--- config.mk ---
export PLATFORM = sky130hd
export DESIGN_NAME = counter_sched
export DESIGN_NICKNAME = d
export VERILOG_FILES = /design/src/rtl/counter_sched_pkg.sv /design/src/rtl/counter_sched_rr_arbiter.sv /design/src/rtl/counter_sched.sv
export SDC_FILE = /design/constraint.sdc
export NUM_CORES = 1
export LEC_CHECK = 0
export CORE_MARGIN = 8
export CORE_UTILIZATION = 30
export CTS_BUF_LIST = sky130_fd_sc_hd__clkbuf_8 sky130_fd_sc_hd__clkbuf_16
export CTS_CLUSTER_SIZE = 8
export DETAILED_ROUTE_END_ITERATION = 12
export SYNTH_ARGS = -nofsm -noshare
export SYNTH_HDL_FRONTEND = slang
export SYNTH_SLANG_ARGS = --single-unit
--- constraint.sdc ---
create_clock -name clk -period 4.15 [get_ports clk]
set_input_delay 0.415 -clock clk [delete_from_list [all_inputs] [get_ports clk]]
set_output_delay 0.415 -clock clk [all_outputs]
set_load 0.05 [all_outputs]
--- src/rtl/counter_sched_pkg.sv ---
// Shared types and constants for the counter time-sharing scheduler.
package counter_sched_pkg;

    localparam int unsigned STATE_W = 2;

    localparam logic [STATE_W-1:0] IDLE = 2'd0;
    localparam logic [STATE_W-1:0] LOAD = 2'd1;
    localparam logic [STATE_W-1:0] RUN  = 2'd2;
    localparam logic [STATE_W-1:0] DONE = 2'd3;

    typedef enum logic [STATE_W-1:0] {
        ST_IDLE = IDLE,
        ST_LOAD = LOAD,
        ST_RUN  = RUN,
        ST_DONE = DONE
    } state_t;

endpackage

--- src/rtl/counter_sched_rr_arbiter.sv ---
// Combinational round-robin arbiter: first eligible request at or after ptr wins.
module rr_arbiter #(
    parameter int unsigned N = 4,
    localparam int unsigned PW = (N > 1) ? $clog2(N) : 1
) (
    input  logic [N-1:0]  req,
    input  logic [PW-1:0] ptr,
    input  logic [N-1:0]  mask,
    output logic [N-1:0]  gnt
);

    logic [N-1:0]  eligible;
    logic [PW-1:0] idx;
    logic          found;

    assign eligible = req & ~mask;

    // Walk the requesters starting at ptr, wrapping at N.
    always_comb begin
        gnt   = '0;
        found = 1'b0;
        idx   = '0;
        for (int unsigned i = 0; i < N; i++) begin
            idx = PW'((32'(ptr) + i) % N);
            if (!found && eligible[idx]) begin
                gnt[idx] = 1'b1;
                found    = 1'b1;
            end
        end
    end

endmodule

--- src/rtl/counter_sched.sv ---
// Time-shares one external counter among NUM_REQ requesters, one full run per grant.
module counter_sched
    import counter_sched_pkg::*;
#(
    parameter int unsigned NUM_REQ    = 4,
    parameter int unsigned DATA_WIDTH = 8,
    parameter int unsigned COUNT_FROM = 0,
    parameter int unsigned COUNT_TO   = 10,
    parameter int unsigned STEP       = 1
) (
    input  logic                  clk,
    input  logic                  rst,
    input  logic [NUM_REQ-1:0]    req,
    input  logic                  hold,
    input  logic [DATA_WIDTH-1:0] cnt_out,
    output logic                  cnt_en,
    output logic                  cnt_rst,
    output logic [NUM_REQ-1:0]    grant,
    output logic [NUM_REQ-1:0]    done,
    output logic                  busy
);

    localparam int unsigned PW = $clog2(NUM_REQ);

    localparam bit CFG_BAD = (STEP == 0) || (COUNT_TO < COUNT_FROM) ||
                             (((COUNT_TO - COUNT_FROM) % ((STEP == 0) ? 1 : STEP)) != 0) ||
                             ((64'(COUNT_TO) >> DATA_WIDTH) != 64'd0) ||
                             (NUM_REQ < 2) || (NUM_REQ > 16);

    if (CFG_BAD) begin : g_bad_cfg
        $error("counter_sched: bad parameters, COUNT_TO unreachable or NUM_REQ out of range");
    end

    state_t              state, state_nxt;
    logic [NUM_REQ-1:0]  grant_nxt, done_nxt, arb_gnt, arb_mask;
    logic [PW-1:0]       ptr, ptr_nxt, arb_ptr, owner_idx, owner_next;
    logic                match, owner_req;

    assign match     = (cnt_out == DATA_WIDTH'(COUNT_TO));
    assign owner_req = |(req & grant);
    assign busy      = (state != ST_IDLE);

    always_comb begin
        owner_idx = '0;
        for (int unsigned i = 0; i < NUM_REQ; i++) begin
            if (grant[i]) owner_idx = PW'(i);
        end
    end

    assign owner_next = (owner_idx == PW'(NUM_REQ - 1)) ? '0 : owner_idx + PW'(1);

    // In DONE the finishing owner is masked and priority starts just past it.
    assign arb_ptr  = (state == ST_DONE) ? owner_next : ptr;
    assign arb_mask = (state == ST_DONE) ? grant : '0;

    rr_arbiter #(.N(NUM_REQ)) u_arb (
        .req  (req),
        .ptr  (arb_ptr),
        .mask (arb_mask),
        .gnt  (arb_gnt)
    );

    always_ff @(posedge clk) begin
        if (!rst) begin
            state <= ST_IDLE;
            grant <= '0;
            done  <= '0;
            ptr   <= '0;
        end else begin
            state <= state_nxt;
            grant <= grant_nxt;
            done  <= done_nxt;
            ptr   <= ptr_nxt;
        end
    end

    always_comb begin
        state_nxt = state;
        grant_nxt = grant;
        done_nxt  = '0;
        ptr_nxt   = ptr;
        cnt_en    = 1'b0;
        cnt_rst   = ~rst;
        case (state)
            ST_IDLE: begin
                if (|req) begin
                    grant_nxt = arb_gnt;
                    state_nxt = ST_LOAD;
                end
            end
            ST_LOAD: begin
                cnt_rst = 1'b1;
                if (!owner_req) begin
                    state_nxt = ST_IDLE;
                    grant_nxt = '0;
                    ptr_nxt   = owner_next;
                end else begin
                    state_nxt = ST_RUN;
                end
            end
            ST_RUN: begin
                // Abort beats match, match beats hold.
                if (!owner_req) begin
                    state_nxt = ST_IDLE;
                    grant_nxt = '0;
                    ptr_nxt   = owner_next;
                end else if (match) begin
                    state_nxt = ST_DONE;
                    done_nxt  = grant;
                end else begin
                    cnt_en = rst & ~hold;
                end
            end
            ST_DONE: begin
                ptr_nxt = owner_next;
                if (|arb_gnt) begin
                    grant_nxt = arb_gnt;
                    state_nxt = ST_LOAD;
                end else begin
                    grant_nxt = '0;
                    state_nxt = ST_IDLE;
                end
            end
            default: begin
                state_nxt = ST_IDLE;
                grant_nxt = '0;
            end
        endcase
    end

endmodule
==> key figures <==
Synthesis
  • Combined area of all synthesized cells: 1210 sq um
  • Part of the Yosys area used for sequential elements: 19.8%
  • Synthesized Nets: 167
  • Syn Area/Cell: 8.49 sq um
  • Syn Inst Count: 143
  • Seq cells post-synth: 12
  • Yosys cell types: 44
  • Proportion of register bits with asynchronous set or reset after synthesis: 0%
  • Yosys warnings: 0
  • Number of flops mapped to enable cells by yosys: 0
  • Most used flip-flop cell after synthesis: sky130_fd_sc_hd__dfxtp_1

Clocking
  • CTS clock-pin slew for the worst setup and hold paths: 60 ps
  • Worst-skew pair later-pin latency: 250 ps
  • Clock tree from TritonCTS: yes
  • H-tree levels: 1
  • Post-CTS Repair Setup Buffers: 0
  • Number of buffers added to fix hold violations after cts: 0
  • Gates resized, CTS repair: 0
  • Inserted Clock Buffers: 3
  • Sink count of the clock tree: 12
  • Root Buffer Master: sky130_fd_sc_hd__clkbuf_8
  • CTS Buffer Depth: 2

Drt
  • DR iter-0 viols: 71
  • Routed WL per cell: 15.4 um
  • DRT Wirelength: 3.34 mm
  • DRC Markers: 0
  • Drt via density: 5.48
  • Via count: 1,190
  • First-pass DRT Iterations: 4
  • Routed Antenna Nets: 0

Worst setup path
  • Critical path peak fanout: 18
  • Kind of end point of the critical path: flop
  • Launch instance of the worst register-to-register path: state[1]$_SDFFE_PN0P_
  • Top delay family on crit path: compound AO/OA/AOI/OAI gates
  • Critical path buffer and inverter count: 1
  • Worst reg-to-reg setup slack: 870 ps
  • CP Data Arrival Time: 3410 ps
  • Critical Path Start Type: flop
  • Capturing point of the worst reg2reg path: state[0]$_SDFFE_PN0P_
  • Cell repeated most along the worst path: sky130_fd_sc_hd__ha_1
  • CP max-delay cell: sky130_fd_sc_hd__ha_1
  • Cell Chain, Critical Path: ha_1 -> nand2b_4 -> a21boi_4 -> inv_2 -> ha_1 -> a21oi_1 -> o31ai_1 -> nand2_1 -> a2bb2oi_1 -> nor3b_1 -> nor4_1 -> a31oi_1
  • Number of cells traversed by the worst register-to-register path: 12
  • Required time of the worst setup path: 4280 ps
  • Critical Path Max Stage Delay: 570 ps
  • Type of the setup path with the least slack: flop to flop

Finish
  • Layout cell share with drive strength beyond 1: 10.8%
  • Post-route non-filler standard cell count: 217
  • Area Overhead vs Synth: 26.8%
  • Diode count: 0
  • Leading cell type in the layout, fill and taps excluded: sky130_fd_sc_hd__clkdlybuf4s50_1
  • Highest-count cells in the layout ignoring fill and taps: sky130_fd_sc_hd__clkdlybuf4s50_1 (25), sky130_fd_sc_hd__nand2_1 (17), sky130_fd_sc_hd__dfxtp_1 (12), sky130_fd_sc_hd__ha_1 (9), sky130_fd_sc_hd__nor2_1 (7)
  • Final-stage net count: 192
  • FILL cells: 392

STA
  • Share of the cycle needed by the critical path after routing: 79.1%
  • Final Setup Violations: 0
  • Rel. slew slack: 59.4%
  • F_max: 304 MHz
  • Final critical path time including I/O delays and setup: 3280 ps
  • Count of final hold-check violations: 0
  • Final total negative setup slack: 0 ps
  • Tightest Pin Transition: 610 ps
  • Setup repair after global routing missed its margin: false
  • Worst Clk Skew: 8.82 ps
  • Number of slew-limit violations in the final report: 0

Power
  • Internal portion of total power: 0.000395 W
  • Combinational share of power: 58.9%
  • Reported net switching power: 0.000329 W
  • Clock share of power: 17.7%
  • Power per cell area: 470 nW/um^2
  • Peak supply drop: 0.115 mV
  • P_leak: 0.590 nW
  • Portion of total power attributed to sequential cells: 23.4%
  • Proportion of total power due to net switching: 45.5%

Placement
  • Count of input and output buffers: 25
  • Weighted congestion at the end of routability-driven global placement: 0.804
  • Number of placed instances with taps included: 213
  • Detailed placement HPWL: 2.69 mm

GRT
  • GRT Util Overall: 10.5%
  • Number of antenna violations at the first check in global routing: 0
  • Total overflow reported by the global router: 0
  • Largest net degree at the start of global routing: 19
  • Via count of the first global-routing pass: 1,118
  • Global-route wire length before repair: 5.42 mm

Die
  • Die Y: 79.6 um
  • Floorplan die area: 6340 sq um
  • Core outline area: 3940 sq um
  • Die X: 79.6 um
  • Cell Rows: 23
  • I/O pin cnt: 26
  • Initial core utilization: 30.8%

Min path
  • Worst Min Path Start: state[1]$_SDFFE_PN0P_
  • Capture endpoint of the worst hold path: state[1]$_SDFFE_PN0P_
  • Worst hold path depth: 2
  • Class of the most critical hold timing path: flop to flop

Flow run
  • Count of maximum capacitance violations: 0

Outcome
  • Run status: complete, no violations
[through the flow]
| stage | cell area [sq um] | setup WS [ps] | hold slack (ps) | util, % | total power [W] |
|---|---|---|---|---|---|
| 6_report | 1540 | 866 | 506 | 39.0 | 0.000724 |
| 5_1_grt | 1540 | 591 | 520 | 39.0 | 0.000769 |
| 4_1_cts | 1540 | 907 | 502 | 39.0 | 0.000724 |
| 3_5_place_dp | 1480 | 926 | 490 | 37.6 | 0.000593 |
| 3_3_place_gp | 1480 | 1080 | 477 | 37.6 | 0.000585 |
| 2_1_floorplan | 1210 | 1410 | 464 | - | 0.000492 |
[cell families (layout without fill, tap and decap cells)]
kind of cell	Yosys count	in the layout	synth area share, %
multiplexers	8	8	9.69
AO/OA/AOI/OAI	45	45	29.2
buffers and inverters	12	36	5.88
AND/OR/NAND/NOR	57	57	26.2
flip-flops	12	12	19.8
adder cells (fa/ha/maj)	9	9	9.28
[sequential cells by signal (all words and copies together) (netlist names)]
name   cells
done       4
grant      4
ptr        2
state      2
[worst reg2reg max path, stage by stage, from the launching register on]
cell,delay (ps)
sky130_fd_sc_hd__dfxtp_1,380
sky130_fd_sc_hd__ha_1,570
sky130_fd_sc_hd__nand2b_4,260
sky130_fd_sc_hd__a21boi_4,340
sky130_fd_sc_hd__inv_2,130
sky130_fd_sc_hd__ha_1,260
sky130_fd_sc_hd__a21oi_1,130
sky130_fd_sc_hd__o31ai_1,110
sky130_fd_sc_hd__nand2_1,100
sky130_fd_sc_hd__a2bb2oi_1,380
sky130_fd_sc_hd__nor3b_1,130
sky130_fd_sc_hd__nor4_1,270
sky130_fd_sc_hd__a31oi_1,120
[area by class of cell]
cell class	count	area [sq um]	share of cell area, %
Multi-Input combinational cell	119	902	58.6
Sequential cell	12	240	15.6
Inverter	7	28.8	1.87
Tap cell	50	62.6	4.07
Timing Repair Buffer	25	250	16.3
Clock buffer	4	55.1	3.58
[cells in the mapped netlist (all sizes together), types with 3 or more instances]
library cell   n  area [sq um]
nor3           5          25.0
mux4           3          67.6
a21bo          3          30.0
o211ai         4          30.0
a22oi          3          22.5
inv            7          28.8
nand2b         3          26.3
a21boi         9          78.8
and2           4          25.0
ha             9           113
nand3          6          30.0
dfxtp         12           240
mux2i          5          50.1
nand2         17          63.8
a31oi          5          31.3
o21ai          6          30.0
buf            4          38.8
nor2           7          26.3
nor2b          4          25.0
a21o           3          22.5
nor4           4          37.5
[metal layers]
metal | routed length (um) | vias to the layer above | GRT usage [%]
met5 | 0 | - | 0
met4 | 79 | 0 | 5.74
met3 | 211 | 8 | 2.36
met2 | 1620 | 41 | 17.6
met1 | 1430 | 561 | 12.2
li1 | - | 580 | -
[worst max-delay path by stage]
| stage | start | end | depth (start not counted) | slack [ps] |
|---|---|---|---|---|
| final | state[1]$_SDFFE_PN0P_ | state[0]$_SDFFE_PN0P_ | 12 | 870 |
| after global routing | state[1]$_SDFFE_PN0P_ | state[0]$_SDFFE_PN0P_ | 12 | 590 |
| after global placement | state[1]$_SDFFE_PN0P_ | state[0]$_SDFFE_PN0P_ | 12 | 1080 |
| after CTS | state[1]$_SDFFE_PN0P_ | state[0]$_SDFFE_PN0P_ | 12 | 910 |
| after detailed placement | state[1]$_SDFFE_PN0P_ | state[0]$_SDFFE_PN0P_ | 12 | 930 |
| after floorplan | grant[3]$_SDFFE_PN0P_ | state[0]$_SDFFE_PN0P_ | 12 | 1410 |
[power groups by stage]
| stage | clock (W) | sequential [W] | combinational, W |
|---|---|---|---|
| 2_1_floorplan | 0 | 0.000192 | 0.000300 |
| 3_3_place_gp | 0 | 0.000171 | 0.000414 |
| 3_5_place_dp | 0 | 0.000172 | 0.000422 |
| 4_1_cts | 0.000131 | 0.000170 | 0.000423 |
| 5_1_grt | 0.000135 | 0.000174 | 0.000460 |
| 6_report | 0.000128 | 0.000169 | 0.000426 |
Power figures use the tool's default switching activity.
